==> config.mk <==
export PLATFORM = sky130hd
export DESIGN_NAME = stepper_pulse_sched
export DESIGN_NICKNAME = d
export VERILOG_FILES = /design/src/rtl/stepper_pulse_sched.sv
export SDC_FILE = /design/constraint.sdc
export NUM_CORES = 1
export LEC_CHECK = 0
export CORE_MARGIN = 5
export CORE_UTILIZATION = 35
export DETAILED_ROUTE_END_ITERATION = 16
export PLACE_DENSITY = 0.65
export SLEW_MARGIN = 25
export SYNTH_ARGS = -nofsm -noshare
export SYNTH_HDL_FRONTEND = slang
export SYNTH_SLANG_ARGS = --single-unit
export TNS_END_PERCENT = 50
==> constraint.sdc <==
create_clock -name clk -period 4.5 [get_ports clk]
set_clock_uncertainty 0.2 [all_clocks]
set_input_delay 1.125 -clock clk [delete_from_list [all_inputs] [get_ports clk]]
set_output_delay 1.125 -clock clk [all_outputs]
set_load 0.005 [all_outputs]
==> src/rtl/stepper_pulse_sched.sv <==
// Step-pulse scheduler: issues a burst of fixed-width step pulses at a
// programmable period, with abort, completion strobe and remaining-step count.
module stepper_pulse_sched #(
  parameter int CNT_W     = 28,
  parameter int STEP_W    = 16,
  parameter int PULSE_CYC = 100
) (
  input  logic              clk,
  input  logic              reset,
  input  logic              start,
  input  logic [CNT_W-1:0]  period,
  input  logic [STEP_W-1:0] steps,
  input  logic              dir_in,
  input  logic              abort,
  output logic              step,
  output logic              dir,
  output logic              busy,
  output logic              done,
  output logic [STEP_W-1:0] steps_left
);

  // state | meaning
  // IDLE  | waiting for a command, step low
  // HIGH  | step pulse high for PULSE_CYC cycles
  // LOW   | step low for the remainder of the effective period
  typedef enum logic [1:0] {
    S_IDLE = 2'd0,
    S_HIGH = 2'd1,
    S_LOW  = 2'd2
  } state_t;

  localparam logic [CNT_W-1:0] HIGH_LAST = CNT_W'(PULSE_CYC - 1);
  localparam logic [CNT_W-1:0] PULSE_W   = CNT_W'(PULSE_CYC);
  localparam logic [CNT_W-1:0] PULSE_MIN = CNT_W'(PULSE_CYC + 1);

  state_t             state_q, state_d;
  logic [CNT_W-1:0]   timer_q, timer_d;
  logic [CNT_W-1:0]   p_eff_q, p_eff_d;
  logic [STEP_W-1:0]  left_q, left_d;
  logic               dir_q, dir_d;
  logic               step_q, step_d;
  logic               busy_q, busy_d;
  logic               done_q, done_d;
  logic [CNT_W-1:0]   low_last;

  // Last timer value of the LOW phase; P_eff >= PULSE_CYC+1 keeps this non-negative.
  assign low_last = p_eff_q - PULSE_MIN;

  always_comb begin
    state_d = state_q;
    timer_d = timer_q;
    p_eff_d = p_eff_q;
    left_d  = left_q;
    dir_d   = dir_q;
    done_d  = 1'b0;

    case (state_q)
      S_IDLE: begin
        if (start && !abort) begin
          p_eff_d = (period > PULSE_W) ? period : PULSE_MIN;
          left_d  = steps;
          dir_d   = dir_in;
          timer_d = '0;
          if (steps == '0) begin
            done_d = 1'b1;
          end else begin
            state_d = S_HIGH;
          end
        end
      end

      S_HIGH: begin
        if (abort) begin
          state_d = S_IDLE;
          timer_d = '0;
          done_d  = 1'b1;
        end else if (timer_q == HIGH_LAST) begin
          state_d = S_LOW;
          timer_d = '0;
          left_d  = left_q - STEP_W'(1);
        end else begin
          timer_d = timer_q + CNT_W'(1);
        end
      end

      S_LOW: begin
        if (abort) begin
          state_d = S_IDLE;
          timer_d = '0;
          done_d  = 1'b1;
        end else if (timer_q == low_last) begin
          timer_d = '0;
          if (left_q == '0) begin
            state_d = S_IDLE;
            done_d  = 1'b1;
          end else begin
            state_d = S_HIGH;
          end
        end else begin
          timer_d = timer_q + CNT_W'(1);
        end
      end

      default: begin
        state_d = S_IDLE;
        timer_d = '0;
      end
    endcase

    // Outputs are registered from the next state so they never glitch.
    step_d = (state_d == S_HIGH);
    busy_d = (state_d != S_IDLE);
  end

  always_ff @(posedge clk) begin
    if (reset) begin
      state_q <= S_IDLE;
      timer_q <= '0;
      p_eff_q <= '0;
      left_q  <= '0;
      dir_q   <= 1'b0;
      step_q  <= 1'b0;
      busy_q  <= 1'b0;
      done_q  <= 1'b0;
    end else begin
      state_q <= state_d;
      timer_q <= timer_d;
      p_eff_q <= p_eff_d;
      left_q  <= left_d;
      dir_q   <= dir_d;
      step_q  <= step_d;
      busy_q  <= busy_d;
      done_q  <= done_d;
    end
  end

  assign step       = step_q;
  assign dir        = dir_q;
  assign busy       = busy_q;
  assign done       = done_q;
  assign steps_left = left_q;

endmodule

# ---- Word level (Yosys, flattened, before mapping)
# Cells that the tools add are included.
dict set report totals {
  ff_bits 78
  output_inout_bits 20
  wordCells 55
}
dict set report op_classes {
  addsub 3
  magnitude_cmp 1
  n_eq_ne 8
  mux 26
  reduce_logical 9
}
# op n
set op_table {}
lappend op_table {{$mux W28} 6}
lappend op_table {{$pmux W28 S3} 1}
lappend op_table {{$mux W16} 3}
lappend op_table {{$logic_not A16 Y1} 2}
lappend op_table {{$pmux W16 S2} 1}
lappend op_table {{$add A28 B1 Y28 const B} 1}
lappend op_table {{$eq A28 B28 Y1} 1}
lappend op_table {{$eq A28 B7 Y1 const B} 1}
lappend op_table {{$gt A28 B7 Y1 const B} 1}
lappend op_table {{$sub A28 B7 Y28 const B} 1}
lappend op_table {{$sub A16 B1 Y16 const B} 1}
lappend op_table {{$mux W2} 6}
lappend op_table {{$mux W1} 7}
lappend op_table {{$ne A2 B2 Y1 const B} 3}
lappend op_table {{$pmux W2 S3} 1}
lappend op_table {{$eq A2 B1 Y1 const B} 2}
lappend op_table {{$reduce_and A4 Y1} 1}
lappend op_table {{$reduce_bool A2 Y1} 2}
lappend op_table {{$pmux W1 S3} 1}
lappend op_table {{$eq A2 B2 Y1 const B} 1}
lappend op_table {{$logic_not A2 Y1} 1}
lappend op_table {{$reduce_and A2 Y1} 1}
lappend op_table {{$logic_and A1 B1 Y1} 1}
lappend op_table {{$logic_not A1 Y1} 1}

# ---- Depth between registers and ports, before layout
dict set report logic_depth {
  depth_word 6
  depth_mapped 13
  mapped_depth_nobuf 11
}

# ---- Worst setup path before layout
# Ideal clock, no wire load.
dict set report synth_timing {
  path_type {reg-to-reg}
  from {reg p_eff_q[7]}
  to {reg step_q (netlist: step)}
  setup_ps 103
  t_arrival_ps 3058
  t_required_ps 4197
  slack_ps 1139
  path_stages_with_launch 11
  path_buffers 1
  period_less_slack_ps 3361
  path_cell_list {dfxtp_1 > or3_1 > buf_2 > or4_4 > or3_1 > a211oi_2 > o2111ai_1 > and4b_1 > nand2_2 > mux2_4 > a2111oi_2}
}
dict set report synth_via {
  elab_chain_cells 6
}
# item line
set synth_lines {}
lappend synth_lines {{start, declared} 38} ;# logic [CNT_W-1:0] p_eff_q, p_eff_d;
lappend synth_lines {{start signal, assigned} 128} ;# p_eff_q <= p_eff_d;
lappend synth_lines {{$sub A28 B7 Y28} 47} ;# assign low_last = p_eff_q - PULSE_MIN;
lappend synth_lines {{$eq A28 B28 Y1} 91} ;# end else if (timer_q == low_last) begin
lappend synth_lines {{$mux W2} 91}
lappend synth_lines {{$mux W2} 87} ;# if (abort) begin
lappend synth_lines {{$pmux W2 S3} 57} ;# case (state_q)
lappend synth_lines {{$eq A2 B1 Y1} 111} ;# step_d = (state_d == S_HIGH);
lappend synth_lines {{end signal, assigned} 131} ;# step_q <= step_d;
lappend synth_lines {{end, declared} 41} ;# logic step_q, step_d;
# No other way between the ends.
# A chain may end at the register's enable or synchronous reset.

# ---- Worst setup path in the final report
dict set report layout_timing {
  from {reg p_eff_q[2]}
  to {reg step_q (netlist: step)}
}
# The elaborated chain is that of the path after synthesis.

==> implementation parameters <==
Parameter                              Value

Outcome
  Status ... finished clean

Finish
  Non-filler cells in the finished layout ... a little over 900
  Register Area ... roughly 0.0016 mm²
  Fraction of layout instances using a drive strength above 1 ... 4.947%
  Area used by multi-input combinational logic ... between 0.003 and 0.004 mm²
  Growth of design area from synthesis to finish ... 21.80%
  NumNets Final ... 800
  Antenna cell count ... 0
  Number of filler cells placed in the layout ... approximately 1,400

STA
  Setup repair after global routing missed its margin ... false
  Final WS setup ... between 0.6 and 0.7 ns
  Highest achievable clock rate ... around 0.26 GHz
  Summed negative setup slack over all endpoints ... 0 ns
  Tightest slew margin relative to the limit ... between 40% and 50%
  Time the final worst path needs with I/O delays and setup ... 3.823 ns
  Slew at the pin closest to its max-slew limit ... ~0.83 ns
  Max-slew violation count ... 0
  Final worst path period share ... a little over four fifths
  Number of hold violations in the final report ... 0
  # setup viols final ... 0

Critical path
  Crit path kind ... reg2reg
  Timing startpoint of the critical path ... p_eff_q[2]
  Slowest cell on crit path ... a21oi_1
  Number of logic stages on the critical path including buffering ... 9
  Largest stage delay on the critical path ... slightly above 0.6 ns
  Worst setup slack for register-to-register paths ... a little under 0.7 ns
  Nature of the critical path endpoint ... flop
  Depth of the most critical reg-to-reg path ... 9
  Arr. time, crit path ... about 3.9 ns
  Largest driver fanout on the critical path ... 13
  Reg-to-Reg Start ... p_eff_q[2]
  Sequence of cells on the critical path ... o21ai_0, a21oi_1, nor3b_1, or4_1, a2111oi_0, and4b_1, nand2_2, mux2_4, a2111oi_2
  Critical path data required time ... approximately 4.5 ns
  Buffers plus inverters on the worst setup path ... 0
  Worst setup endpoint ... step
  Startpoint Class ... flop
  Worst flop-to-flop path endpoint ... step
  Cell family contributing the most delay on the critical path ... compound AO/OA/AOI/OAI gates

Synth
  Proportion of synthesized chip area in sequential cells ... a little under a third
  Cell area after synthesis ... just over 0.005 mm²
  Main flop type after synthesis ... dfxtp_1
  Share of synthesized registers carrying an async set or reset ... 0%
  Number of standard cells after synthesis ... 701
  Register bit count reported by yosys ... between 70 and 80
  Number of enable-type register cells in the synthesized netlist ... 0
  Cell with the most instances after synthesis ... nand2_1
  Most frequent cells after synthesis ... 88 x nand2_1, 87 x nor2_1, 78 x dfxtp_1
  Main area contributors after synthesis ... dfxtp_1 31%, nand2_1 6.5%, nor2_1 6.4%
  Unique cell type count in the Yosys netlist ... 61
  Top cell type by total area after synthesis ... dfxtp_1
  Synthesized net count ... about 760
  Top cell type's share of synthesized area ... between 30% and 40%
  Avg Inst Size Synth ... 7.245 µm²
  Count of warnings emitted by yosys ... 0

Global route
  Met2 Track Usage GR ... a little over a quarter
  Global-route wire length before repair ... about 24 mm
  M3 GR Usage ... under 10%
  Busiest layer in global routing ... met2
  Initial antenna violation count ... 0
  GR Util All Layers ... approximately 18%
  GRT met1 Usage ... about a quarter
  Number of global-route vias before repair ... 4,797
  Grt total ovfl ... 0
  Largest net degree at the start of global routing ... 51

Floorplanning
  Initial standard-cell utilization of the core ... 35.34%
  Number of core rows ... 44
  Horiz. Die Dim ... between 100 and 150 µm
  Area enclosed by the die boundary ... about 0.017 mm²
  CORE AREA ... around 0.014 mm²
  Y dimension of the die ... 130.5 µm
  Boundary pin count ... approximately 70

Place
  Buffers on Ports ... 68
  Total instance count after detailed placement ... just over 900
  Hpwl dp ... ~11 mm
  Worst slack, placed ... 0.7303 ns
  Routability congestion estimate ... between 0.8 and 0.9

Drt
  Routed wire length per instance ... 15.74 µm
  Via count ... 5,312
  DRC violation count after routing ... 0
  Final WL ... 14.67 mm
  Number of iterations in the first detailed-routing pass ... 5
  DRC violation total after the first TritonRoute iteration ... approximately 470
  Remaining number of nets flagged by the antenna check after routing ... 0
  Average via count per standard cell ... around 5.7

Clocking
  Cts bufs inserted ... 9
  Buffer cell driving the clock tree root ... clkbuf_16
  Cts-stage hold buffer count ... 0
  Post-cts sizing count ... 0
  Clock-pin transition on the worst setup and hold timing paths ... 0.06 ns
  H-tree levels ... 3
  TritonCTS clock tree ... built
  Maximum buffer depth of the clock tree ... 2
  Setup Fix Bufs, Post-CTS ... 0
  Clock sink total ... about 80
  Worst-skew pair later-pin latency ... roughly 0.35 ns

Power and ir drop
  Largest vdd supply drop ... between 0.0002 and 0.0003 V
  Power density relative to cell area ... about 300 mW/mm²
  Tot Pwr ... around 1.9 mW
  Reported leakage power ... 2.160 nW

Worst hold path
  Worst hold path type ... reg2reg

Job
  Max Cap Viol ... 0
state kept, by name, summed over array words and instances, names as in the netlist:
signal / cells
p_eff_q: 28
timer_q: 28
steps_left: 16
state_q: 2
busy: 1
dir: 1
done: 1
step: 1
cells in the final DEF, fill, tap and decap left out, types with 8 or more instances in the layout:
cell             Yosys  layout
dfxtp_1             78      78
o21ai_0             21      21
nand3_1             24      24
buf_4                0      11
a21oi_1             55      55
xnor2_1             29      29
a311oi_1            13      13
a211oi_1            13      13
nor3_1              34      34
clkbuf_16            0       9
nand2_1             88      88
nor2_1              87      87
clkdlybuf4s50_1      0      67
inv_1               18      18
or3_1                8       8
o22ai_1             10      10
a31oi_1             24      24
and3_1              14      14
xor2_1              13      13
nor4_1              23      23
cell families after synthesis:
kind of cell             synth area share [%]
adder cells (fa/ha/maj)                 1.724
multiplexers                            1.330
AO/OA/AOI/OAI                           23.16
XOR/XNOR                                7.243
flip-flops                              30.75
AND/OR/NAND/NOR                         30.89
buffers and inverters                   4.903
where the power goes:
group          switching [mW]  internal, mW
combinational           0.189         0.170
sequential             0.0350         0.720
clock                   0.296         0.457
worst min path at each step:
stage	slack [ns]	from	to	cells past startpoint
after floorplan	0.25	p_eff_q[27]	p_eff_q[27]	2
after global placement	0.25	dir	dir	2
after detailed placement	0.26	dir	dir	2
after CTS	0.27	dir	dir	2
after global routing	0.28	dir	dir	2
final	0.26	dir	dir	2
layer usage:
metal / routed length (µm) / share of wire (%)
met5: 0 / 0
met4: 336 / 2.3
met3: 788 / 5.4
met2: 6404 / 44
met1: 7143 / 49
worst min-delay path: stages, from the launching register on:
cell	delay (ns)
dfxtp_1	0.31
nand2_1	0.05
a21oi_1	0.05
through the flow:
stage | hold slack, ns | util, % | cell area [µm²]
6_report | 0.2635 | 43.05 | 6186
3_3_place_gp | 0.2471 | 40.96 | 5886
3_5_place_dp | 0.2592 | 40.96 | 5886
2_1_floorplan | 0.2481 | - | 5079
4_1_cts | 0.2675 | 43.05 | 6186
5_1_grt | 0.2792 | 43.05 | 6186
final cells by class:
cell class,count,share of cell area [%]
multi-input cells,558,52.83
clock inverters,3,0.7079
well taps,184,3.722
inverters,18,1.092
repair buffers,79,12.26
flip-flops and latches,78,25.24
clock buffers,12,4.146
Power figures use the tool's default switching activity.
